`src/rtl/ctrl_pulse_gen_pkg.sv`:
```
// Shared definitions for the pushbutton pulse generator: debounce FSM encoding,
// counter width and the default debounce length.
package ctrl_pulse_gen_pkg;

    localparam int DB_CYCLES_DEF = 4;
    localparam int CNT_W         = 8;

    // Gray-style encoding so IDLE<->HELD paths only flip one bit per step.
    typedef enum logic [1:0] {
        ST_IDLE       = 2'b00,
        ST_CONFIRM_HI = 2'b01,
        ST_HELD       = 2'b11,
        ST_CONFIRM_LO = 2'b10
    } state_t;

    // True when the channel has accepted a high level and has not yet confirmed release.
    function automatic logic is_pressed(input state_t s);
        return (s == ST_HELD) || (s == ST_CONFIRM_LO);
    endfunction

endpackage

```
`src/rtl/btn_debounce.sv`:
```
// One pushbutton channel: 2-flop synchronizer, saturating confirm counter and a
// 4-state debounce FSM whose CONFIRM_HI -> HELD step is the raw pulse condition.
module btn_debounce
    import ctrl_pulse_gen_pkg::*;
#(
    parameter int DB_CYCLES = DB_CYCLES_DEF
) (
    input  logic   clk,
    input  logic   rst,
    input  logic   i_btn,
    output state_t o_state,
    output logic   o_raw_pulse
);

    localparam logic [CNT_W-1:0] DB_N    = CNT_W'(DB_CYCLES);
    localparam logic [CNT_W-1:0] DB_LAST = DB_N - 1'b1;

    logic [1:0]       r_sync;
    logic             w_level;
    state_t           r_state;
    state_t           w_state_nxt;
    logic [CNT_W-1:0] r_cnt;
    logic [CNT_W-1:0] w_cnt_nxt;

    assign w_level = r_sync[1];
    assign o_state = r_state;

    // NOTE: sequential state uses non-blocking (<=) so every flop samples pre-edge values.
    always_ff @(posedge clk or posedge rst) begin
        if (rst) begin
            r_sync  <= 2'b00;
            r_state <= ST_IDLE;
            r_cnt   <= '0;
        end else begin
            r_sync  <= {r_sync[0], i_btn};
            r_state <= w_state_nxt;
            r_cnt   <= w_cnt_nxt;
        end
    end

    // NOTE: every output of this block is defaulted first so no path can infer a latch.
    always_comb begin
        w_state_nxt = r_state;
        w_cnt_nxt   = r_cnt;
        o_raw_pulse = 1'b0;
        case (r_state)
            ST_IDLE: begin
                if (w_level) begin
                    if (DB_N == 8'd1) begin
                        // Single-cycle debounce confirms on the first high sample.
                        w_state_nxt = ST_HELD;
                        w_cnt_nxt   = DB_N;
                        o_raw_pulse = 1'b1;
                    end else begin
                        w_state_nxt = ST_CONFIRM_HI;
                        w_cnt_nxt   = 8'd1;
                    end
                end
            end
            ST_CONFIRM_HI: begin
                if (!w_level) begin
                    w_state_nxt = ST_IDLE;
                    w_cnt_nxt   = '0;
                end else if (r_cnt >= DB_LAST) begin
                    w_state_nxt = ST_HELD;
                    w_cnt_nxt   = DB_N;
                    o_raw_pulse = 1'b1;
                end else begin
                    w_cnt_nxt = r_cnt + 1'b1;
                end
            end
            ST_HELD: begin
                if (!w_level) begin
                    if (DB_N == 8'd1) begin
                        w_state_nxt = ST_IDLE;
                        w_cnt_nxt   = DB_N;
                    end else begin
                        w_state_nxt = ST_CONFIRM_LO;
                        w_cnt_nxt   = 8'd1;
                    end
                end
            end
            ST_CONFIRM_LO: begin
                if (w_level) begin
                    w_state_nxt = ST_HELD;
                    w_cnt_nxt   = '0;
                end else if (r_cnt >= DB_LAST) begin
                    w_state_nxt = ST_IDLE;
                    w_cnt_nxt   = DB_N;
                end else begin
                    w_cnt_nxt = r_cnt + 1'b1;
                end
            end
            default: begin
                w_state_nxt = ST_IDLE;
                w_cnt_nxt   = '0;
            end
        endcase
    end

endmodule

```
`src/rtl/ctrl_pulse_gen.sv`:
```
// Debounces the set/clear pushbuttons and emits one registered pulse per press,
// with clear taking priority over set.
module ctrl_pulse_gen
    import ctrl_pulse_gen_pkg::*;
#(
    parameter int DB_CYCLES = DB_CYCLES_DEF
) (
    input  logic clk,
    input  logic clr,
    input  logic btn_set,
    input  logic btn_clr,
    output logic set_pulse,
    output logic clr_pulse,
    output logic busy
);

    state_t w_set_state;
    state_t w_clr_state;
    logic   w_set_raw;
    logic   w_clr_raw;
    logic   w_set_fire;
    logic   r_set_pulse;
    logic   r_clr_pulse;

    btn_debounce #(.DB_CYCLES(DB_CYCLES)) u_set_db (
        .clk         (clk),
        .rst         (clr),
        .i_btn       (btn_set),
        .o_state     (w_set_state),
        .o_raw_pulse (w_set_raw)
    );

    btn_debounce #(.DB_CYCLES(DB_CYCLES)) u_clr_db (
        .clk         (clk),
        .rst         (clr),
        .i_btn       (btn_clr),
        .o_state     (w_clr_state),
        .o_raw_pulse (w_clr_raw)
    );

    // A set press is discarded outright while clear fires or is still held.
    assign w_set_fire = w_set_raw && !w_clr_raw && !is_pressed(w_clr_state);

    always_ff @(posedge clk or posedge clr) begin
        if (clr) begin
            r_set_pulse <= 1'b0;
            r_clr_pulse <= 1'b0;
        end else begin
            r_set_pulse <= w_set_fire;
            r_clr_pulse <= w_clr_raw;
        end
    end

    assign set_pulse = r_set_pulse;
    assign clr_pulse = r_clr_pulse;
    assign busy      = (w_set_state != ST_IDLE) || (w_clr_state != ST_IDLE);

endmodule

```
`config.mk`:
```
export PLATFORM = sky130hd
export DESIGN_NAME = ctrl_pulse_gen
export DESIGN_NICKNAME = d
export VERILOG_FILES = /design/src/rtl/ctrl_pulse_gen_pkg.sv /design/src/rtl/btn_debounce.sv /design/src/rtl/ctrl_pulse_gen.sv
export SDC_FILE = /design/constraint.sdc
export NUM_CORES = 1
export LEC_CHECK = 0
export CAP_MARGIN = 40
export CORE_MARGIN = 3
export CORE_UTILIZATION = 52
export DETAILED_ROUTE_END_ITERATION = 16
export PLACE_DENSITY_LB_ADDON = 0.05
export SETUP_SLACK_MARGIN = 0.05
export SYNTH_ARGS = -nofsm -noshare
export SYNTH_HDL_FRONTEND = slang
export SYNTH_SLANG_ARGS = --single-unit
```
`constraint.sdc`:
```
create_clock -name clk -period 2 [get_ports clk]
set_clock_uncertainty 0.1 [all_clocks]
set_input_delay 0.3 -clock clk [delete_from_list [all_inputs] [get_ports clk]]
set_output_delay 0.3 -clock clk [all_outputs]
set_load 0.01 [all_outputs]
```
==> results <==
- The flow ran to the end, and the final reports show no timing, DRC or antenna violations.
- In this run the worst hold path is classified as input pin to asynchronous set/reset pin.
- For this configuration, the core starts out at a cell density of 55.2%.
- The number of H-tree branching levels is 1.
- The worst path needs 1920 ps of the cycle, external delays included.
- Pin placement for this block handled 7 I/O pins.
- The final critical path takes up 96.0% of the cycle.
- The via count of the first global-routing pass is 1129.
- Synthesis instantiated 33 different standard cells from the library.
- For this run, the leading register cell type out of synthesis is sky130_fd_sc_hd__dfrtp_1.
- In this run the tightest slew margin relative to its limit is 71.6%.
- The diode insertion count for antenna repair is 0.
- Detailed placement ended at an HPWL of 1.95 mm.
- Yosys mapped a number of flops with a built-in enable equal to 0.
- Setup violations remaining at the end of the flow were counted as 0.
- In this run the deepest clock path goes through 2 buffers.
- The pin count of the biggest net entering global routing is 16.
- From synthesis to final layout, the design area changed by 18.9%.
- Hold timing on the final database bottoms out at a slack of 134 ps.
- The max-slew violation count is 0.
- The async set-or-reset flop fraction in the synthesized netlist is 100%.
- The tree built by TritonCTS fans out to 26 sinks.
- The initial antenna violation count is 0.
- The mean number of vias per cell is 5.71.
- At the worst endpoint, the arrival time is 2040 ps.
- The weighted congestion reported at the end of routability-driven placement is 0.865.
- Summed over all layers, the routed wires come to 2.72 mm.
- The most common cell in the synthesized netlist is sky130_fd_sc_hd__dfrtp_1.
- The synthesized instance count is 134.
- Setup repair after global routing left no endpoint under its margin.
- The vertical die dimension is 57.5 um.
- The count of input and output buffers is 6.
- The number of hold buffers added after cts is 0.
- The number of search-and-repair iterations in the first detailed-routing pass is 4.
- The maximum clock frequency is 0.521 GHz.
- The required time reported for the critical path endpoint is 2120 ps.
- In this run the critical register-to-register path is launched from u_set_db.r_cnt[0].
- The number of nets with antenna violations after routing is 0.
- The area share of the largest cell type after synthesis is 47.1%.
- The count of nets after finishing is 170.
- The pin slew with the least headroom to its limit is 414 ps.
- Of the cells placed in the final design, the portion with a size suffix greater than 1 is 21.3%.
- The average size of a mapped cell is 10.3 um^2.
- From left edge to right edge, the die measures 57.5 um.
- For this design the static power due to leakage is 0.752 nW.
- The DRC violation count after routing is 0.
- TritonCTS built the clock tree.
- IR analysis of the VDD net gives a maximum drop of 0.964 mV.
- Summing over every cut layer, the via total after detailed routing is 1056.
- The area enclosed by the die boundary is 0.00331 mm^2.
- In the final routed layout, each cell accounts on average for 14.7 um.
- The clock latency reported for the late side of the worst-skew pair is 320 ps.
- During synthesis, Yosys emitted a total of 0 warnings.
- The synthesized cell area is 0.00138 mm^2.
- The worst setup path is launched from a flop.
- The critical path is of the flop to flop type.
- In this run the worst path has a maximum fanout of 4.
- By count the netlist is led by sky130_fd_sc_hd__dfrtp_1, sky130_fd_sc_hd__nor2_1, sky130_fd_sc_hd__nand2_1.
- The global route total overflow is 0.
- By area the synthesized netlist is led by sky130_fd_sc_hd__dfrtp_1, sky130_fd_sc_hd__ha_1, sky130_fd_sc_hd__mux2_2.
- In this run the core area contains 18 standard-cell rows.
- The number of buffers created by CTS is 3.
- The violation count after the first detailed-routing iteration is 40.
- The buffer type at the clock tree root is sky130_fd_sc_hd__clkbuf_4.
- The most critical setup path has its startpoint at u_set_db.r_cnt[0].
- The first global-routing pass estimated 4.82 mm of wire.
- Counting flops and latches in the post-synthesis netlist gives 26.
- The total negative slack for setup checks is 0 ps.
- The total count of hold-check failures in the final report is 0.
- The floorplan step defined a core boundary enclosing 0.00250 mm^2.
- The cell area power density is 1340 mW/mm^2.
- Max-cap violations in this run came to 0.
- The biggest area contributor in the post-synthesis netlist is sky130_fd_sc_hd__dfrtp_1.
- After clock tree synthesis, the clock-pin slew on the worst setup and hold paths is 150 ps.
- The number of nets produced by synthesis is 148.
- The filler cell count in the final layout is 205.
- The share of the Yosys chip area taken by registers is 47.1%.
- The worst setup path is captured at a flop.
- The overall fraction of global-route tracks in use is 18.4%.
-- per-stage QoR --
| stage | utilization, % | setup slack (ps) | instance area [um^2] | power (mW) | std cells |
|---|---|---|---|---|---|
| after floorplan | - | 72.0 | 1380 | 1.42 | 134 |
| after global placement | 60.2 | 80.0 | 1510 | 1.65 | 173 |
| after detailed placement | 60.2 | 23.7 | 1510 | 1.70 | 173 |
| after CTS | 64.0 | 71.9 | 1600 | 2.14 | 182 |
| after global routing | 65.7 | 24.3 | 1640 | 2.38 | 185 |
| final | 65.7 | 79.2 | 1640 | 2.21 | 185 |
-- cell type report --
| class | count | area [um^2] | area share (%) |
|---|---|---|---|
| clock buffer | 3 | 22.5 | 1.37 |
| clock inverter | 1 | 30.0 | 1.83 |
| inverter | 8 | 30.0 | 1.83 |
| multi-input combinational | 98 | 714 | 43.5 |
| sequential | 26 | 651 | 39.6 |
| tap | 30 | 37.5 | 2.29 |
| timing repair buffer | 19 | 156 | 9.53 |
-- worst max-delay path, stage by stage (launching register included) --
cell	delay [ps]
sky130_fd_sc_hd__dfrtp_1	420
sky130_fd_sc_hd__ha_2	200
sky130_fd_sc_hd__or4_4	490
sky130_fd_sc_hd__nand3b_4	190
sky130_fd_sc_hd__nand2_2	90
sky130_fd_sc_hd__mux2_1	330
-- power breakdown --
| part | leakage (nW) | total, mW | switching (mW) | internal (mW) |
|---|---|---|---|---|
| clock | 0.0279 | 0.364 | 0.162 | 0.203 |
| sequential | 0.340 | 0.694 | 0.0740 | 0.620 |
| combinational | 0.384 | 1.15 | 0.621 | 0.525 |
| total | 0.752 | 2.21 | 0.857 | 1.35 |
-- cell families after synthesis --
| family | after synthesis | synth area share (%) |
|---|---|---|
| buf+inv | 10 | 2.90 |
| simple gates | 51 | 19.3 |
| fa+ha+maj | 10 | 9.07 |
| mux | 8 | 6.62 |
| compound gates | 23 | 11.2 |
| xor+xnor | 6 | 3.81 |
| flops | 26 | 47.1 |
-- flip-flops by register name (all words and copies together), names as in the netlist --
register,flops
clr_pulse,1
set_pulse,1
u_clr_db.o_state,2
u_clr_db.r_cnt,8
u_clr_db.r_sync,2
u_set_db.o_state,2
u_set_db.r_cnt,8
u_set_db.r_sync,2
-- path summary, 6_finish.rpt --
| kind | end | slack, ps | depth (start not counted) |
|---|---|---|---|
| max in group asynchronous | u_set_db.r_cnt[0] | 1200 | 3 |
| max | u_set_db.o_state[0] | 80 | 5 |
| max reg2reg | u_set_db.o_state[0] | 80 | 5 |
| min in group clk | u_set_db.r_sync[1] | 270 | 0 |
| min reg2reg | u_set_db.r_sync[1] | 270 | 0 |
| min | u_clr_db.o_state[1] | 130 | 2 |
-- cell usage in the layout, fill, tap and decap left out, drive strengths merged, types with 2 or more instances in the layout --
cell type / netlist / final
a21oi: 4 / 4
a31oi: 7 / 7
and2: 2 / 2
and3: 2 / 2
and4: 2 / 2
buf: 2 / 13
clkbuf: 0 / 3
clkdlybuf4s50: 0 / 5
dfrtp: 26 / 26
ha: 10 / 10
inv: 8 / 8
mux2: 6 / 6
mux2i: 2 / 2
nand2: 12 / 12
nand3: 7 / 7
nand4: 4 / 4
nor2: 14 / 14
nor3: 4 / 4
o211ai: 2 / 2
o21a: 2 / 2
o21ai: 3 / 3
o31ai: 2 / 2
xor2: 5 / 5
-- routing by layer --
layer | global-route usage [%] | share of wire [%]
met4 | 6.95 | 0.85
met2 | 31.6 | 49
met1 | 23.1 | 46
met3 | 2.71 | 3.7
met5 | 0 | 0
-- repair_timing --
item | CTS | global route
endpoints found under the setup margin | 2 | 15
resized for setup | 3 | 4
pin swaps | 0 | 0
buffers inserted | 5 | 3
(Power assumes the default switching activity.)
